File: src/rtl/rv_ctrl_pkg.sv
// rtl/rv_ctrl_pkg.sv - RV32IM opcodes, ALU select codes and decode control types
package rv_ctrl_pkg;

  localparam logic [6:0] OPC_LUI    = 7'b0110111;
  localparam logic [6:0] OPC_AUIPC  = 7'b0010111;
  localparam logic [6:0] OPC_JAL    = 7'b1101111;
  localparam logic [6:0] OPC_JALR   = 7'b1100111;
  localparam logic [6:0] OPC_BRANCH = 7'b1100011;
  localparam logic [6:0] OPC_LOAD   = 7'b0000011;
  localparam logic [6:0] OPC_STORE  = 7'b0100011;
  localparam logic [6:0] OPC_OP_IMM = 7'b0010011;
  localparam logic [6:0] OPC_OP     = 7'b0110011;

  localparam logic [4:0] ALU_ADD    = 5'b00000;
  localparam logic [4:0] ALU_SUB    = 5'b10000;
  localparam logic [4:0] ALU_SRA    = 5'b10101;
  localparam logic [4:0] ALU_JUMP   = 5'b10001;
  localparam logic [4:0] ALU_MUL    = 5'b11000;
  localparam logic [4:0] ALU_MULH   = 5'b11001;
  localparam logic [4:0] ALU_MULHSU = 5'b11010;
  localparam logic [4:0] ALU_MULHU  = 5'b11011;
  localparam logic [4:0] ALU_DIV    = 5'b11100;
  localparam logic [4:0] ALU_REM    = 5'b11101;
  localparam logic [4:0] ALU_LUI    = 5'b11110;
  localparam logic [4:0] ALU_REMU   = 5'b11111;

  localparam logic [1:0] WB_ALU = 2'b00;
  localparam logic [1:0] WB_MEM = 2'b01;
  localparam logic [1:0] WB_PC4 = 2'b10;

  typedef enum logic [2:0] {
    IMM_NONE, IMM_I, IMM_S, IMM_B, IMM_U, IMM_J
  } imm_type_e;

  typedef struct packed {
    logic [4:0] alu_sel;
    logic       op1_pc;
    logic       op2_imm;
    logic       reg_we;
    logic       mem_rd;
    logic       mem_wr;
    logic [1:0] wb_sel;
    logic       illegal;
    logic       rs1_used;
    logic       rs2_used;
    imm_type_e  imm_type;
  } ctrl_t;

  // Signed and unsigned divide share one ALU code.
  function automatic logic [4:0] muldiv_sel(input logic [2:0] funct3);
    case (funct3)
      3'b000:  return ALU_MUL;
      3'b001:  return ALU_MULH;
      3'b010:  return ALU_MULHSU;
      3'b011:  return ALU_MULHU;
      3'b100,
      3'b101:  return ALU_DIV;
      3'b110:  return ALU_REM;
      default: return ALU_REMU;
    endcase
  endfunction

endpackage

File: src/rtl/id_ex_decode_stage_if.sv
// rtl/id_ex_decode_stage_if.sv - IF/ID inputs and ID/EX outputs of the decode stage
interface id_ex_decode_stage_if #(
  parameter int XLEN   = 32,
  parameter int REG_AW = 5
);
  logic [31:0]     INSTR_IN;
  logic [XLEN-1:0] PC_IN;
  logic            VALID_IN;
  logic            STALL_IN;
  logic            FLUSH;
  logic            STALL_OUT;
  logic [4:0]      ALU_SELECT;
  logic [XLEN-1:0] IMM_OUT;
  logic [XLEN-1:0] PC_OUT;
  logic [REG_AW-1:0] RS1_OUT;
  logic [REG_AW-1:0] RS2_OUT;
  logic [REG_AW-1:0] RD_OUT;
  logic            OP1_PC_SEL;
  logic            OP2_IMM_SEL;
  logic            REG_WRITE_EN;
  logic            MEM_READ;
  logic            MEM_WRITE;
  logic [2:0]      MEM_FUNCT3;
  logic [1:0]      WB_SEL;
  logic            VALID_OUT;
  logic            ILLEGAL_OUT;

  modport master (
    output INSTR_IN, PC_IN, VALID_IN, STALL_IN, FLUSH,
    input  STALL_OUT, ALU_SELECT, IMM_OUT, PC_OUT, RS1_OUT, RS2_OUT, RD_OUT,
           OP1_PC_SEL, OP2_IMM_SEL, REG_WRITE_EN, MEM_READ, MEM_WRITE,
           MEM_FUNCT3, WB_SEL, VALID_OUT, ILLEGAL_OUT
  );

  modport slave (
    input  INSTR_IN, PC_IN, VALID_IN, STALL_IN, FLUSH,
    output STALL_OUT, ALU_SELECT, IMM_OUT, PC_OUT, RS1_OUT, RS2_OUT, RD_OUT,
           OP1_PC_SEL, OP2_IMM_SEL, REG_WRITE_EN, MEM_READ, MEM_WRITE,
           MEM_FUNCT3, WB_SEL, VALID_OUT, ILLEGAL_OUT
  );
endinterface

File: src/rtl/rv_imm_gen.sv
// rtl/rv_imm_gen.sv - combinational RV32I immediate generator
module rv_imm_gen
  import rv_ctrl_pkg::*;
#(
  parameter int XLEN = 32
) (
  input  logic [31:0]     instr,
  input  imm_type_e       imm_type,
  output logic [XLEN-1:0] imm
);
  logic [31:0] imm32;

  always_comb begin
    imm32 = '0;
    case (imm_type)
      IMM_I: imm32 = {{20{instr[31]}}, instr[31:20]};
      IMM_S: imm32 = {{20{instr[31]}}, instr[31:25], instr[11:7]};
      IMM_B: imm32 = {{19{instr[31]}}, instr[31], instr[7], instr[30:25], instr[11:8], 1'b0};
      IMM_U: imm32 = {instr[31:12], 12'b0};
      IMM_J: imm32 = {{11{instr[31]}}, instr[31], instr[19:12], instr[20], instr[30:21], 1'b0};
      default: imm32 = '0;
    endcase
  end

  assign imm = XLEN'($signed(imm32));
endmodule

File: src/rtl/id_ex_decode_stage.sv
// rtl/id_ex_decode_stage.sv - RV32IM decode, load-use hazard detect and ID/EX register
module id_ex_decode_stage
  import rv_ctrl_pkg::*;
#(
  parameter int XLEN   = 32,
  parameter int REG_AW = 5
) (
  input logic CLK,
  input logic RESET,
  id_ex_decode_stage_if.slave bus
);
  logic [6:0]        opcode;
  logic [2:0]        funct3;
  logic [6:0]        funct7;
  logic [REG_AW-1:0] rs1, rs2, rd;
  ctrl_t             dec;
  logic [XLEN-1:0]   imm;
  logic              hazard;

  assign opcode = bus.INSTR_IN[6:0];
  assign funct3 = bus.INSTR_IN[14:12];
  assign funct7 = bus.INSTR_IN[31:25];
  assign rd     = bus.INSTR_IN[11:7];
  assign rs1    = bus.INSTR_IN[19:15];
  assign rs2    = bus.INSTR_IN[24:20];

  always_comb begin
    dec = '0;
    case (opcode)
      OPC_OP_IMM: begin
        dec.rs1_used = 1'b1; dec.op2_imm = 1'b1; dec.reg_we = 1'b1;
        dec.imm_type = IMM_I; dec.alu_sel = {2'b00, funct3};
        if (funct3 == 3'b001 && funct7 != 7'b0) dec.illegal = 1'b1;
        else if (funct3 == 3'b101) begin
          if (funct7 == 7'b0100000) dec.alu_sel = ALU_SRA;
          else if (funct7 != 7'b0) dec.illegal = 1'b1;
        end
      end
      OPC_OP: begin
        dec.rs1_used = 1'b1; dec.rs2_used = 1'b1; dec.reg_we = 1'b1;
        case (funct7)
          7'b0000000: dec.alu_sel = {2'b00, funct3};
          7'b0000001: dec.alu_sel = muldiv_sel(funct3);
          7'b0100000: begin
            if (funct3 == 3'b000) dec.alu_sel = ALU_SUB;
            else if (funct3 == 3'b101) dec.alu_sel = ALU_SRA;
            else dec.illegal = 1'b1;
          end
          default: dec.illegal = 1'b1;
        endcase
      end
      OPC_BRANCH: begin
        dec.rs1_used = 1'b1; dec.rs2_used = 1'b1; dec.imm_type = IMM_B;
        dec.alu_sel = {2'b01, funct3};
        dec.illegal = (funct3[2:1] == 2'b01);
      end
      OPC_JAL, OPC_JALR: begin
        dec.alu_sel = ALU_JUMP; dec.op1_pc = 1'b1; dec.op2_imm = 1'b1;
        dec.reg_we = 1'b1; dec.wb_sel = WB_PC4;
        dec.imm_type = (opcode == OPC_JAL) ? IMM_J : IMM_I;
        dec.rs1_used = (opcode == OPC_JALR);
        dec.illegal = (opcode == OPC_JALR) && (funct3 != 3'b000);
      end
      OPC_LUI: begin
        dec.alu_sel = ALU_LUI; dec.op2_imm = 1'b1; dec.reg_we = 1'b1; dec.imm_type = IMM_U;
      end
      OPC_AUIPC: begin
        dec.op1_pc = 1'b1; dec.op2_imm = 1'b1; dec.reg_we = 1'b1; dec.imm_type = IMM_U;
      end
      OPC_LOAD: begin
        dec.rs1_used = 1'b1; dec.op2_imm = 1'b1; dec.reg_we = 1'b1; dec.mem_rd = 1'b1;
        dec.wb_sel = WB_MEM; dec.imm_type = IMM_I;
        dec.illegal = (funct3 == 3'b011) || (funct3[2:1] == 2'b11);
      end
      OPC_STORE: begin
        dec.rs1_used = 1'b1; dec.rs2_used = 1'b1; dec.op2_imm = 1'b1;
        dec.mem_wr = 1'b1; dec.imm_type = IMM_S;
        dec.illegal = (funct3 >= 3'b011);
      end
      default: dec.illegal = 1'b1;
    endcase
    // An illegal instruction must not write, access memory or raise a hazard.
    if (dec.illegal) begin
      dec = '0;
      dec.illegal = 1'b1;
    end
    if (rd == '0) dec.reg_we = 1'b0;
  end

  rv_imm_gen #(.XLEN(XLEN)) u_imm_gen (
    .instr    (bus.INSTR_IN),
    .imm_type (dec.imm_type),
    .imm      (imm)
  );

  assign hazard = bus.VALID_OUT && bus.MEM_READ && (bus.RD_OUT != '0) && bus.VALID_IN &&
                  ((dec.rs1_used && rs1 == bus.RD_OUT) || (dec.rs2_used && rs2 == bus.RD_OUT));
  assign bus.STALL_OUT = RESET && hazard && !bus.FLUSH && !bus.STALL_IN;

  // Reset, flush, hazard and empty input all load the same all-zero bubble.
  always_ff @(posedge CLK) begin
    if (!RESET || bus.FLUSH || (!bus.STALL_IN && (hazard || !bus.VALID_IN))) begin
      bus.ALU_SELECT   <= ALU_ADD;
      bus.IMM_OUT      <= '0;
      bus.PC_OUT       <= '0;
      bus.RS1_OUT      <= '0;
      bus.RS2_OUT      <= '0;
      bus.RD_OUT       <= '0;
      bus.OP1_PC_SEL   <= 1'b0;
      bus.OP2_IMM_SEL  <= 1'b0;
      bus.REG_WRITE_EN <= 1'b0;
      bus.MEM_READ     <= 1'b0;
      bus.MEM_WRITE    <= 1'b0;
      bus.MEM_FUNCT3   <= '0;
      bus.WB_SEL       <= WB_ALU;
      bus.VALID_OUT    <= 1'b0;
      bus.ILLEGAL_OUT  <= 1'b0;
    end else if (!bus.STALL_IN) begin
      bus.ALU_SELECT   <= dec.alu_sel;
      bus.IMM_OUT      <= imm;
      bus.PC_OUT       <= bus.PC_IN;
      bus.RS1_OUT      <= rs1;
      bus.RS2_OUT      <= rs2;
      bus.RD_OUT       <= rd;
      bus.OP1_PC_SEL   <= dec.op1_pc;
      bus.OP2_IMM_SEL  <= dec.op2_imm;
      bus.REG_WRITE_EN <= dec.reg_we;
      bus.MEM_READ     <= dec.mem_rd;
      bus.MEM_WRITE    <= dec.mem_wr;
      bus.MEM_FUNCT3   <= funct3;
      bus.WB_SEL       <= dec.wb_sel;
      bus.VALID_OUT    <= 1'b1;
      bus.ILLEGAL_OUT  <= dec.illegal;
    end
  end
endmodule

File: src/flat_wrapper.sv
// flat-port wrapper written by rule: the top's interface ports become plain ports
module id_ex_decode_stage_flat import rv_ctrl_pkg::*;
#(
  parameter int XLEN   = 32,
  parameter int REG_AW = 5
)
  (CLK, RESET, bus_INSTR_IN, bus_PC_IN, bus_VALID_IN, bus_STALL_IN, bus_FLUSH, bus_STALL_OUT, bus_ALU_SELECT, bus_IMM_OUT, bus_PC_OUT, bus_RS1_OUT, bus_RS2_OUT, bus_RD_OUT, bus_OP1_PC_SEL, bus_OP2_IMM_SEL, bus_REG_WRITE_EN, bus_MEM_READ, bus_MEM_WRITE, bus_MEM_FUNCT3, bus_WB_SEL, bus_VALID_OUT, bus_ILLEGAL_OUT);
  id_ex_decode_stage_if #(.XLEN(XLEN), .REG_AW(REG_AW)) bus_i ();
  input logic CLK;
  input logic RESET;
  input wire logic [$bits(bus_i.INSTR_IN)-1:0] bus_INSTR_IN;
  input wire logic [$bits(bus_i.PC_IN)-1:0] bus_PC_IN;
  input wire logic [$bits(bus_i.VALID_IN)-1:0] bus_VALID_IN;
  input wire logic [$bits(bus_i.STALL_IN)-1:0] bus_STALL_IN;
  input wire logic [$bits(bus_i.FLUSH)-1:0] bus_FLUSH;
  output wire logic [$bits(bus_i.STALL_OUT)-1:0] bus_STALL_OUT;
  output wire logic [$bits(bus_i.ALU_SELECT)-1:0] bus_ALU_SELECT;
  output wire logic [$bits(bus_i.IMM_OUT)-1:0] bus_IMM_OUT;
  output wire logic [$bits(bus_i.PC_OUT)-1:0] bus_PC_OUT;
  output wire logic [$bits(bus_i.RS1_OUT)-1:0] bus_RS1_OUT;
  output wire logic [$bits(bus_i.RS2_OUT)-1:0] bus_RS2_OUT;
  output wire logic [$bits(bus_i.RD_OUT)-1:0] bus_RD_OUT;
  output wire logic [$bits(bus_i.OP1_PC_SEL)-1:0] bus_OP1_PC_SEL;
  output wire logic [$bits(bus_i.OP2_IMM_SEL)-1:0] bus_OP2_IMM_SEL;
  output wire logic [$bits(bus_i.REG_WRITE_EN)-1:0] bus_REG_WRITE_EN;
  output wire logic [$bits(bus_i.MEM_READ)-1:0] bus_MEM_READ;
  output wire logic [$bits(bus_i.MEM_WRITE)-1:0] bus_MEM_WRITE;
  output wire logic [$bits(bus_i.MEM_FUNCT3)-1:0] bus_MEM_FUNCT3;
  output wire logic [$bits(bus_i.WB_SEL)-1:0] bus_WB_SEL;
  output wire logic [$bits(bus_i.VALID_OUT)-1:0] bus_VALID_OUT;
  output wire logic [$bits(bus_i.ILLEGAL_OUT)-1:0] bus_ILLEGAL_OUT;
  assign bus_i.INSTR_IN = bus_INSTR_IN;
  assign bus_i.PC_IN = bus_PC_IN;
  assign bus_i.VALID_IN = bus_VALID_IN;
  assign bus_i.STALL_IN = bus_STALL_IN;
  assign bus_i.FLUSH = bus_FLUSH;
  assign bus_STALL_OUT = bus_i.STALL_OUT;
  assign bus_ALU_SELECT = bus_i.ALU_SELECT;
  assign bus_IMM_OUT = bus_i.IMM_OUT;
  assign bus_PC_OUT = bus_i.PC_OUT;
  assign bus_RS1_OUT = bus_i.RS1_OUT;
  assign bus_RS2_OUT = bus_i.RS2_OUT;
  assign bus_RD_OUT = bus_i.RD_OUT;
  assign bus_OP1_PC_SEL = bus_i.OP1_PC_SEL;
  assign bus_OP2_IMM_SEL = bus_i.OP2_IMM_SEL;
  assign bus_REG_WRITE_EN = bus_i.REG_WRITE_EN;
  assign bus_MEM_READ = bus_i.MEM_READ;
  assign bus_MEM_WRITE = bus_i.MEM_WRITE;
  assign bus_MEM_FUNCT3 = bus_i.MEM_FUNCT3;
  assign bus_WB_SEL = bus_i.WB_SEL;
  assign bus_VALID_OUT = bus_i.VALID_OUT;
  assign bus_ILLEGAL_OUT = bus_i.ILLEGAL_OUT;
  id_ex_decode_stage #(.XLEN(XLEN), .REG_AW(REG_AW)) u_core (.CLK(CLK), .RESET(RESET), .bus(bus_i));
endmodule
File: config.mk
export PLATFORM = sky130hd
export DESIGN_NAME = id_ex_decode_stage_flat
export DESIGN_NICKNAME = d
export VERILOG_FILES = /design/src/rtl/rv_ctrl_pkg.sv /design/src/rtl/id_ex_decode_stage_if.sv /design/src/rtl/rv_imm_gen.sv /design/src/rtl/id_ex_decode_stage.sv /design/src/flat_wrapper.sv
export SDC_FILE = /design/constraint.sdc
export NUM_CORES = 1
export LEC_CHECK = 0
export ABC_AREA = 1
export BUFFER_PORTS_ARGS = -buffer_cell sky130_fd_sc_hd__buf_2
export CAP_MARGIN = 20
export CORE_MARGIN = 8
export CORE_UTILIZATION = 53
export DETAILED_ROUTE_END_ITERATION = 16
export PLACE_DENSITY = 0.84
export SLEW_MARGIN = 5
export SYNTH_ARGS = -nofsm -noshare
export SYNTH_HDL_FRONTEND = slang
export SYNTH_SLANG_ARGS = --single-unit
export TNS_END_PERCENT = 10
File: constraint.sdc
create_clock -name CLK -period 3.6 [get_ports CLK]
set_input_delay 0.54 -clock CLK [delete_from_list [all_inputs] [get_ports CLK]]
set_output_delay 0.54 -clock CLK [all_outputs]
set_load 0.02 [all_outputs]
==> out/results.ini <==
[run_status]
status = finished clean

[clocking]
post_cts_buffers = 0
cts_tree = yes
clock_latency_ns = 0.36
hold_buffers = 0
clock-root-buffer = clkbuf_8
ctsResizeCount = 0
cts.sinks = 96
clk_pin_slew_ns = 0.11
numCtsBuffers = 9
clock_path_buffers = 2
cts_max_level = 3

[pwr]
vdd_drop_max_mv = 0.254
p_per_area_nw_per_um2 = 375
leakagePower_nw = 2.50

[critical_path]
crit_type = in -> out
endpoint_kind = output pin
startpoint = bus_INSTR_IN[3]
required_ns = 3.06
cp.arrival_ns = 2.17
r2r_start = u_core.bus.RD_OUT[3]$_SDFFE_PP0N_
r2r_slack_ns = 1.37
cp-start-kind = primary input
critPathMaxFanout = 8
ff2ff_path_depth = 10
r2r-end = u_core.bus.MEM_FUNCT3[0]$_SDFFE_PP0N_
crit_path_end = bus_STALL_OUT

[route]
drtPass1Iterations = 5
drtAntennaViolNets = 0
vias_per_cell = 5.31
drt_iter0_markers = 251
drt-total-wl_um = 13000
via_count = 4621
drc = 0
wire_per_inst_um = 14.9

[cells_and_area]
fin_nets = 830
final_cell_mix = nand2_1, buf_2, dfxtp_1
final_common_cell = nand2_1
final_layout_size_suffix_gt1_share_pct = 26.8
areaGrowthSynthToFinish_pct = 24.2
num_antenna_cells = 0

[grt]
grt-ovfl-total = 0
antenna_found_initial = 0
grt_pass1_wl_um = 20700
first_global_vias = 4321
gr-usage-all-layers_pct = 21.9
grt_max_degree = 94

[timing]
worst_pin_slew_ns = 0.860
rsz0062_at_grt = no
setup_viol = 0
fmax_ghz = 0.368
fin_ws_ns = 0.885
relSlewSlack_pct = 42.6
tns_ns = 0
fin_skew_ns = 0.0156
post-route-period-util_pct = 75.4
slew_viol_final = 0
fin_crit_ns = 2.71
hold_viol_final = 0

[floorplan]
dieArea_um2 = 11200
coreArea_um2 = 8050
start_util_pct = 53.4
io_pins = 166
die_h_um = 106
rows = 33
die_x_um = 106

[place]
io_buffers = 165
dp_slack_ns = 0.764
dpl.hpwl_um = 9770
gp_congestion = 0.911

[logic_synthesis]
synth_edf_count = 0
yosys_most_used_dff = dfxtp_1
yosys-top-cells-area = dfxtp_1, nand2_1, a21oi_1
yosysTopAreaCell = dfxtp_1
synth_nets = 684
yosysSeqAreaShare_pct = 44.7
ys_warn_count = 0
syn_area_um2 = 4300
synth_cells = 615
synthArstFlopShare_pct = 0
synth_seq_cells = 96
synth.avg_cell_area_um2 = 6.99
synth_cell_type_count = 33
yosysTopAreaCellShare_pct = 44.7

[hold_path]
hold_path.class = in -> reg

[run]
cap_violations = 0

[layout make-up]
cell class / count / area [um^2]
fillers: 726 / 2710
clock buffers: 10 / 138
flip-flops and latches: 96 / 1920
repair buffers: 168 / 861
multi-input cells: 442 / 2060
well taps: 105 / 131
inverters: 44 / 165
clock inverters: 6 / 61.3
[power by group]
part	internal, W	switching (W)
combinational	0.0000731	0.000152
clock	0.000287	0.000402
sequential	0.00108	0.0000110
total	0.00144	0.000564
[registers in the layout (all words and copies together), names as in the netlist]
| signal | cells |
|---|---|
| u_core.bus.VALID_OUT | 1 |
| u_core.bus.RS2_OUT | 5 |
| u_core.bus.IMM_OUT | 32 |
| u_core.bus.MEM_FUNCT3 | 3 |
| u_core.bus.MEM_WRITE | 1 |
| u_core.bus.RD_OUT | 5 |
| u_core.bus.OP1_PC_SEL | 1 |
| u_core.bus.ALU_SELECT | 5 |
| u_core.bus.REG_WRITE_EN | 1 |
| u_core.bus.PC_OUT | 32 |
| u_core.bus.WB_SEL | 2 |
| u_core.bus.ILLEGAL_OUT | 1 |
| u_core.bus.MEM_READ | 1 |
| u_core.bus.OP2_IMM_SEL | 1 |
| u_core.bus.RS1_OUT | 5 |
[stage by stage]
stage,std cells,util (%),cell area [um^2],total power [W],hold slack [ns]
2_1_floorplan,615,-,4300,0.00125,0.540
3_3_place_gp,855,63.8,5140,0.00133,0.450
3_5_place_dp,855,63.8,5140,0.00134,0.452
4_1_cts,871,66.3,5340,0.00202,0.401
5_1_grt,871,66.3,5340,0.00208,0.398
6_report,871,66.3,5340,0.00200,0.412
[per-layer routing]
layer	up-vias	track usage, %	part of all wire (%)	routed length [um]
li1	2300	-	-	-
met4	0	7.14	1.4	183
met2	198	35.1	48	6180
met3	20	7.38	9.8	1270
met1	2103	27.0	41	5330
met5	-	0	0	0
[critical path: stages]
cell,delay [ns]
buf_2,0.11
nor2_1,0.15
nand2_1,0.16
nor2_1,0.31
nor2_2,0.14
nand3_2,0.09
nand2_2,0.08
nor2_8,0.17
nand2_1,0.11
nor2_1,0.12
buf_2,0.18
[synth_stat cells (5+ instances only)]
library cell and n:
nor2_1 54, buf_2 7, inv_1 42, nand3_1 30, a211oi_1 17, nand2_1 195
a21oi_1 76, nor2_2 5, dfxtp_1 96, nor3_1 5, clkbuf_1 21, nand4_1 5
o21ai_0 27, nand2_2 5
[worst min path at each step]
stage,endpoint,startpoint,slack [ns],depth (start not counted)
2_1_floorplan,u_core.bus.WB_SEL[1]$_SDFFE_PP0N_,u_core.bus.WB_SEL[1]$_SDFFE_PP0N_,0.54,2
3_3_place_gp,u_core.bus.PC_OUT[25]$_SDFFE_PP0N_,u_core.bus.PC_OUT[25]$_SDFFE_PP0N_,0.45,2
3_5_place_dp,u_core.bus.PC_OUT[11]$_SDFFE_PP0N_,u_core.bus.PC_OUT[11]$_SDFFE_PP0N_,0.45,2
4_1_cts,u_core.bus.PC_OUT[1]$_SDFFE_PP0N_,bus_PC_IN[1],0.40,3
5_1_grt,u_core.bus.PC_OUT[16]$_SDFFE_PP0N_,bus_PC_IN[16],0.40,3
6_report,u_core.bus.PC_OUT[16]$_SDFFE_PP0N_,bus_PC_IN[16],0.41,3
[cells by family (layout without fill, tap and decap cells)]
logic type | Yosys count | count (layout) | share of synthesized area, %
AO/OA/AOI/OAI | 137 | 137 | 18.2
XOR/XNOR | 1 | 1 | 0.204
buffers and inverters | 77 | 228 | 7.45
flip-flops | 96 | 96 | 44.7
AND/OR/NAND/NOR | 304 | 304 | 29.5
(Power assumes the default switching activity.)
